$ cat src/rtl/conv1_ofm_writer.sv
// Serialises each conv1 output pixel (DSP_NO channels) into LANES-wide RAM beats at sequential addresses.
// Optional feature macro WR_PARITY_EN: appends an even-parity MSB to every wr_data beat.
module conv1_ofm_writer #(
    parameter int WOUT   = 128,
    parameter int DSP_NO = 64,
    parameter int WIDTH  = 16,
    parameter int LANES  = 8,
    parameter int ADDR_W = $clog2(WOUT * WOUT * (DSP_NO / LANES))
) (
    input  logic                    clk,
    input  logic                    rst,
    input  logic                    conv1_sample,
    input  logic                    conv1_finish,
    input  logic [WIDTH-1:0]        ofm [0:DSP_NO-1],
    output logic                    wr_en,
    output logic [ADDR_W-1:0]       wr_addr,
`ifdef WR_PARITY_EN
    output logic [LANES*WIDTH:0]    wr_data,
`else
    output logic [LANES*WIDTH-1:0]  wr_data,
`endif
    output logic                    ram_feedback,
    output logic                    done,
    output logic                    overrun,
    output logic                    short_frame
);

    localparam int BEATS  = DSP_NO / LANES;
    localparam int FRAME  = WOUT * WOUT;
    localparam int BEAT_W = (BEATS > 1) ? $clog2(BEATS) : 1;
    localparam int PIX_W  = $clog2(FRAME + 1);

    typedef enum logic [1:0] {IDLE, WRITE, DONE} state_t;

    state_t                 state, state_next;
    logic [BEAT_W-1:0]      beat, beat_nx;
    logic [PIX_W-1:0]       pix;
    logic [WIDTH-1:0]       shadow [0:DSP_NO-1];
    logic [LANES*WIDTH-1:0] beat_data;
    logic                   load, last_beat, finish_frame;

    assign last_beat = (beat == BEAT_W'(BEATS - 1));
    assign beat_nx   = last_beat ? '0 : beat + 1'b1;

    always_ff @(posedge clk or negedge rst) begin
        if (!rst) state <= IDLE;
        else      state <= state_next;
    end

    always_comb begin
        state_next   = state;
        load         = 1'b0;
        finish_frame = 1'b0;
        case (state)
            IDLE: if (conv1_sample) begin
                load       = 1'b1;
                state_next = WRITE;
            end
            WRITE: if (last_beat) begin
                if (pix == PIX_W'(FRAME - 1)) begin
                    finish_frame = 1'b1;
                    state_next   = DONE;
                end else begin
                    state_next = IDLE;
                end
            end
            DONE:    state_next = DONE;
            default: state_next = IDLE;
        endcase
    end

    // Beat 0 comes straight from ofm so it can be registered on the sample edge.
    always_comb begin
        beat_data = '0;
        for (int l = 0; l < LANES; l++)
            beat_data[l*WIDTH +: WIDTH] = load ? ofm[l] : shadow[int'(beat_nx) * LANES + l];
    end

    // NOTE: state registers use non-blocking assignments so every flop samples pre-edge values.
    always_ff @(posedge clk or negedge rst) begin
        if (!rst) begin
            wr_en        <= 1'b0;
            wr_addr      <= '0;
            wr_data      <= '0;
            ram_feedback <= 1'b0;
            done         <= 1'b0;
            overrun      <= 1'b0;
            short_frame  <= 1'b0;
            beat         <= '0;
            pix          <= '0;
            // NOTE: the shadow array is explicitly cleared; it is small enough to live in flops.
            for (int i = 0; i < DSP_NO; i++) shadow[i] <= '0;
        end else begin
            ram_feedback <= finish_frame;
            if (finish_frame) done <= 1'b1;
            if (conv1_sample && state != IDLE) overrun <= 1'b1;
            if (conv1_finish && state == IDLE && pix < PIX_W'(FRAME)) short_frame <= 1'b1;

            if (load) begin
                for (int i = 0; i < DSP_NO; i++) shadow[i] <= ofm[i];
                beat    <= '0;
                wr_en   <= 1'b1;
                wr_addr <= ADDR_W'(pix) * ADDR_W'(BEATS);
`ifdef WR_PARITY_EN
                wr_data <= {^beat_data, beat_data};
`else
                wr_data <= beat_data;
`endif
            end else if (state == WRITE) begin
                if (last_beat) begin
                    wr_en <= 1'b0;
                    beat  <= '0;
                    pix   <= pix + 1'b1;
                end else begin
                    beat    <= beat_nx;
                    wr_addr <= wr_addr + 1'b1;
`ifdef WR_PARITY_EN
                    wr_data <= {^beat_data, beat_data};
`else
                    wr_data <= beat_data;
`endif
                end
            end
        end
    end

endmodule

$ cat config.mk
export PLATFORM = sky130hd
export DESIGN_NAME = conv1_ofm_writer
export DESIGN_NICKNAME = d
export VERILOG_FILES = /design/src/rtl/conv1_ofm_writer.sv
export SDC_FILE = /design/constraint.sdc
export NUM_CORES = 2
export LEC_CHECK = 0
export BUFFER_PORTS_ARGS = -buffer_cell sky130_fd_sc_hd__buf_2
export CORE_AREA = 2 2 458 460
export DETAILED_ROUTE_END_ITERATION = 10
export DIE_AREA = 0 0 460 462
export HOLD_SLACK_MARGIN = 0.06
export PLACE_DENSITY = 0.43
export SKIP_LAST_GASP = 1
export SYNTH_ARGS = -nofsm -noshare
export SYNTH_HDL_FRONTEND = slang
export SYNTH_SLANG_ARGS = --single-unit
$ cat constraint.sdc
create_clock -name clk -period 2.18 [get_ports clk]
set_input_delay 0.327 -clock clk [delete_from_list [all_inputs] [get_ports clk]]
set_output_delay 0.327 -clock clk [all_outputs]
set_load 0.03 [all_outputs]
* Word level (Yosys, flattened, before mapping)
Index checks and enable logic that the tools add are counted.
W data, S select, Z words.
** Cells by class
- $add $sub $neg :: 10
- Order comparisons :: 9
- Equality and inequality tests :: 7
- Multiplexer cells :: 54
- Bitwise operators :: 9
- Reductions and logical operators :: 11
** Operators with widths (number)
- $bmux W16 S6 :: 8
- $mux W128 :: 3
- $mux W16 :: 24
- $ge A32 B7 Y1 const B :: 8
- $not A7 Y32 :: 7
- $mux W17 :: 3
- $not A6 Y32 :: 1
- $add A6 B3 Y7 const B :: 4
- $add A17 B1 Y17 const B :: 1
- $add A15 B1 Y15 const B :: 1
- $eq A15 B14 Y1 const B :: 1
- $lt A15 B15 Y1 const B :: 1
- $add A6 B2 Y7 const B :: 2
- $mux W3 :: 4
- $mux W1 :: 8
- $add A6 B1 Y7 const B :: 1
- $mux W2 :: 3
- $ne A2 B2 Y1 const B :: 3
- $pmux W2 S3 :: 1
- $reduce_and A2 Y1 :: 3
- $reduce_bool A2 Y1 :: 3
- $add A3 B1 Y3 const B :: 1
- $eq A3 B3 Y1 const B :: 1
- $logic_and A1 B1 Y1 :: 3
- 5 further kinds :: 5
** Word-level totals
- Flip-flop bits (word level) :: 1194
- Bits of input ports :: 1028
- Output and inout port bits :: 150
- Word-level logic and storage cells :: 174

* Depth between registers and ports, before layout
- Depth after elaboration :: 11
- Mapped depth :: 9
- Mapped depth without buffers :: 6

* Worst setup path before layout
OpenSTA, ideal clock, no wires.
- Path type :: register to register
- Start point :: register beat[0]
- End point :: register wr_addr[12]
- Library setup time :: 82 ps
- Arrival :: 2133 ps
- Required time :: 2098 ps
- Path slack :: -34 ps
- Cell stages (with the launch flop) :: 8
- Path buffers :: 1
- Period minus slack after synthesis :: 2214 ps
- Path through :: dfrtp_1 > ha_1 > ha_1 > nand4bb_2 > or4_1 > clkbuf_2 > or3_1 > a31oi_1
** Between the ends
- Cells in the longest elaborated chain, start to end :: 3
** Ends and longest elaborated chain
- start: declaration :: line 36 : logic [BEAT_W-1:0] beat, beat_nx;
- start signal: assignment :: line 115 : beat <= beat_nx;
- $eq A3 B3 Y1 :: line 42 : assign last_beat = (beat == BEAT_W'(BEATS - 1));
- $ne A2 B2 Y1 (no line)
- $reduce_and A2 Y1 (no line)
- end signal: assignment :: line 103 : wr_addr <= ADDR_W'(pix) * ADDR_W'(BEATS);
- end signal: assignment :: line 116 : wr_addr <= wr_addr + 1'b1;
- end: declaration :: line 16 : output logic [ADDR_W-1:0] wr_addr,
Every way passes these cells.
A chain may end at the register's enable or synchronous reset.

* Worst setup path after layout
- Start point :: register beat[0]
- End point :: register wr_addr[15]
The elaborated chain is that of the path after synthesis.

==> impl_results.md <==
- Run status: finished, violations left
- Failing checks: setup timing
- Sink of the worst hold path: shadow[551]$_DFFE_PN0P_
- Sequential area share after synthesis: 0.5656
- Drt wl/cell: 23.34 µm
- Hold Crit Class: in2reg
- Vias in the first global route: 53930
- Inst Count DP: ~9800
- Sinks on Clock Net: approximately 1200
- HPWL Detailed: between 150000 and 200000 µm
- Final setup margin: -0.08515 ns
- Number of distinct library cells after synthesis: 46
- Worst vdd ir: 1.604 mV
- Crit Path Category: reg2reg
- Root Buffer: clkbuf_16
- NumNets Final: 9388
- Final cycle utilization of the critical path: 1.039
- Clock-pin slew on the worst setup and hold paths: 0.06 ns
- Max Slew Vio Count: 0
- Fraction of registers with async set/reset: 1.000
- Setup Slack @ Placement: -0.2953 ns
- Core area: 208100 µm²
- Slew @ Worst Pin: 0.6439 ns
- Post-layout util: 0.3901
- Setup TNS: -2.283 ns
- Power per cell area: around 1600 nW/µm²
- CTS tree: built
- Top FF cell, synth: dfrtp_1
- Req. time, crit path: 2.89 ns
- Total gr overflow: 0
- Cells after synthesis: between 6000 and 7000
- Die Wd: 460 µm
- Leak Pwr: 41.09 nW
- Worst Setup End Kind: flip-flop
- Post-DRT Antenna Nets: 0
- Vias: 52680
- FF-to-FF End: wr_addr[15]$_DFFE_PN0P_
- Drt pass-1 iters: 6
- Antenna violations before repair: 51
- Htree depth: 4
- Iteration-0 DRC Markers: 4054
- Arr. time, crit path: 2.97 ns
- DRC viols: 0
- Achievable Freq: 0.4415 GHz
- R2r setup slk: -0.09 ns
- Largest net degree at the start of global routing: 98
- Non-filler cells, final: 11230
- Worst setup SP type: flip-flop
- Slew HR: 0.5647
- R2r worst-path depth: 6
- RSZ-0062 raised after global routing: true
- WL final: 262100 µm
- Global-route wire length before repair: around 360000 µm
- Synthesized flop and latch total: 1194
- Die height: 462 µm
- Die Area: 212500 µm²
- Area growth syn-to-layout: 53.66%
- YS warnings: 0
- Tot GR Track Use: 0.2328
- RD Place Congestion: 0.8891
- Clock buffer depth: 3
- Synthesized area: around 53000 µm²
- # IOs: 1178
- Hold Vio Cnt, Final: 0
- Worst Clk Skew: 0.04676 ns
- Via density: 4.691
- # rows: 168
- Num CTS Buffers: 145
- Syn_area_per_cell: 8.686 µm²
- WHS Path Cells: 4
- Reg2reg start: beat[0]$_DFFE_PN0P_
- Number of synthesized flops with an enable pin: 0
- Worst Path Max Fanout: 7
- Fraction of layout cells with a size suffix above 1: 0.2239
- Port bufs: 1177
- Tmin final: 2.265 ns
- Clk Latency, worst-skew pair: 0.81 ns
- Starting Density: 0.2539
- Min-delay src: ofm[551]
- Syn nets: 7114
- Max-cap violations: 0
- Finish-stage setup viols: between 70 and 80
-- cell usage in the layout (no fill, tap or decap), types with 6 or more instances in the layout --
cell type	n
a22oi_1	123
a22oi_2	63
a32o_1	90
buf_12	114
buf_16	22
buf_2	1176
buf_4	147
buf_6	22
bufinv_16	8
clkbuf_1	28
clkbuf_16	166
clkbuf_8	38
clkinv_2	25
clkinv_8	6
dfrtp_1	1193
diode_2	36
dlygate4sd3_1	1028
inv_1	7
mux2_2	35
mux2i_1	258
nand2_1	3479
nand3_1	13
nand4_1	6
nor2_1	15
o211ai_1	71
o21ai_0	38
o21ai_1	37
o22a_1	35
o22ai_1	97
o22ai_2	23
o22ai_4	8
xnor2_1	17
-- worst max-delay path by stage --
stage | startpoint | to | slack (ns)
floorplan | beat[0]$_DFFE_PN0P_ | wr_addr[12]$_DFFE_PN0P_ | -0.03
global route | beat[1]$_DFFE_PN0P_ | wr_data[111]$_DFFE_PN0P_ | -0.15
finish | beat[0]$_DFFE_PN0P_ | wr_addr[15]$_DFFE_PN0P_ | -0.09
detailed placement | beat[0]$_DFFE_PN0P_ | wr_data[81]$_DFFE_PN0P_ | -0.30
CTS | beat[0]$_DFFE_PN0P_ | wr_data[69]$_DFFE_PN0P_ | -0.1
global placement | beat[0]$_DFFE_PN0P_ | wr_data[81]$_DFFE_PN0P_ | -0.27
-- kinds of logic (layout without fill, tap and decap cells) --
group	count (synthesis)	in the layout	share of synthesized area
xor+xnor	22	22	0.003647
fa+ha+maj	4	4	0.0009474
other cells	0	36	0
compound gates	600	600	0.08370
flops	1194	1194	0.5656
mux	293	293	0.05635
simple gates	3556	3557	0.2557
buf+inv	413	2804	0.03403
-- Yosys cell counts (all sizes together) (3+ instances only) --
master,count,area share
nand2b,5,0.00059
a31oi,4,0.00047
xor2,5,0.00083
clkbuf,187,0.013
a21oi,4,0.00038
nand3,13,0.0012
nor3b,3,0.00052
xnor2,17,0.0028
ha,4,0.00095
nand4,6,0.00071
or3,4,0.00047
o22ai,128,0.015
or4,3,0.00050
nor3,5,0.00047
nand2,3482,0.25
mux2,35,0.0075
a22oi,186,0.026
o22a,35,0.0058
mux2i,258,0.049
nor2,17,0.0012
o21ai,75,0.0071
dfrtp,1194,0.57
or2,3,0.00036
inv,7,0.00050
a32o,94,0.018
and2,3,0.00036
o211ai,71,0.010
buf,219,0.020
-- timing repair --
item | in CTS | in global routing
hold endpoints to repair | 1936 | 0
cloned | 9 | 25
buffers inserted | 17 | 9
gates resized for setup | 92 | 116
hold buffers | 1029 | 0
pin swaps | 18 | 39
setup endpoints to repair | 134 | 138
-- where the power goes --
| group | total (mW) | internal, mW | leakage [nW] | switching [mW] |
|---|---|---|---|---|
| logic | 65.3 | 26.8 | 23.8 | 38.5 |
| clock network | 25.4 | 14.8 | 2.45 | 10.6 |
| registers | 39.9 | 32.9 | 14.8 | 6.99 |
| total | 131 | 74.5 | 41.1 | 56.1 |
-- flip-flops by register name, indices dropped and copies added, names as in the netlist --
signal / flops
shadow: 1024
wr_data: 128
wr_addr: 17
pix: 15
beat: 3
state: 2
done: 1
overrun: 1
ram_feedback: 1
short_frame: 1
wr_en: 1
-- layer usage --
layer / global-route usage / vias up / part of all wire
met3: 0.04812 / 592 / 0.064
met1: 0.3044 / 25660 / 0.43
met2: 0.3611 / 2098 / 0.45
met4: 0.1243 / 20 / 0.056
met5: 0 / - / 0.00051
li1: - / 24310 / -
-- cell type report --
class                      count  area, µm²
fill                       20920     126900
inverter                       7      26.28
tap                         2720       3403
timing repair buffer        2532      20940
sequential                  1194      29880
clock inverter                51      643.1
antenna                       36      90.09
multi-input combinational   4476      21860
clock buffer                 214       4332
-- per-stage QoR --
step                instance area, µm²  power (mW)  hold WS, ns
global placement                 63890       95.81       0.3064
global route                     81150       138.9       0.2078
CTS                              80060       127.5       0.1521
detailed placement               63890       96.52       0.3023
finish                           81180       130.6       0.2404
floorplan                        52830       70.75      0.03141
-- critical path: stages (launching register included) --
cell and delay, ns:
dfrtp_4 0.49, ha_4 0.17, ha_4 0.19, nand4b_1 0.27, or4_4 0.48, or4_1 0.41, a31oi_1 0.17
(Power assumes the default switching activity.)
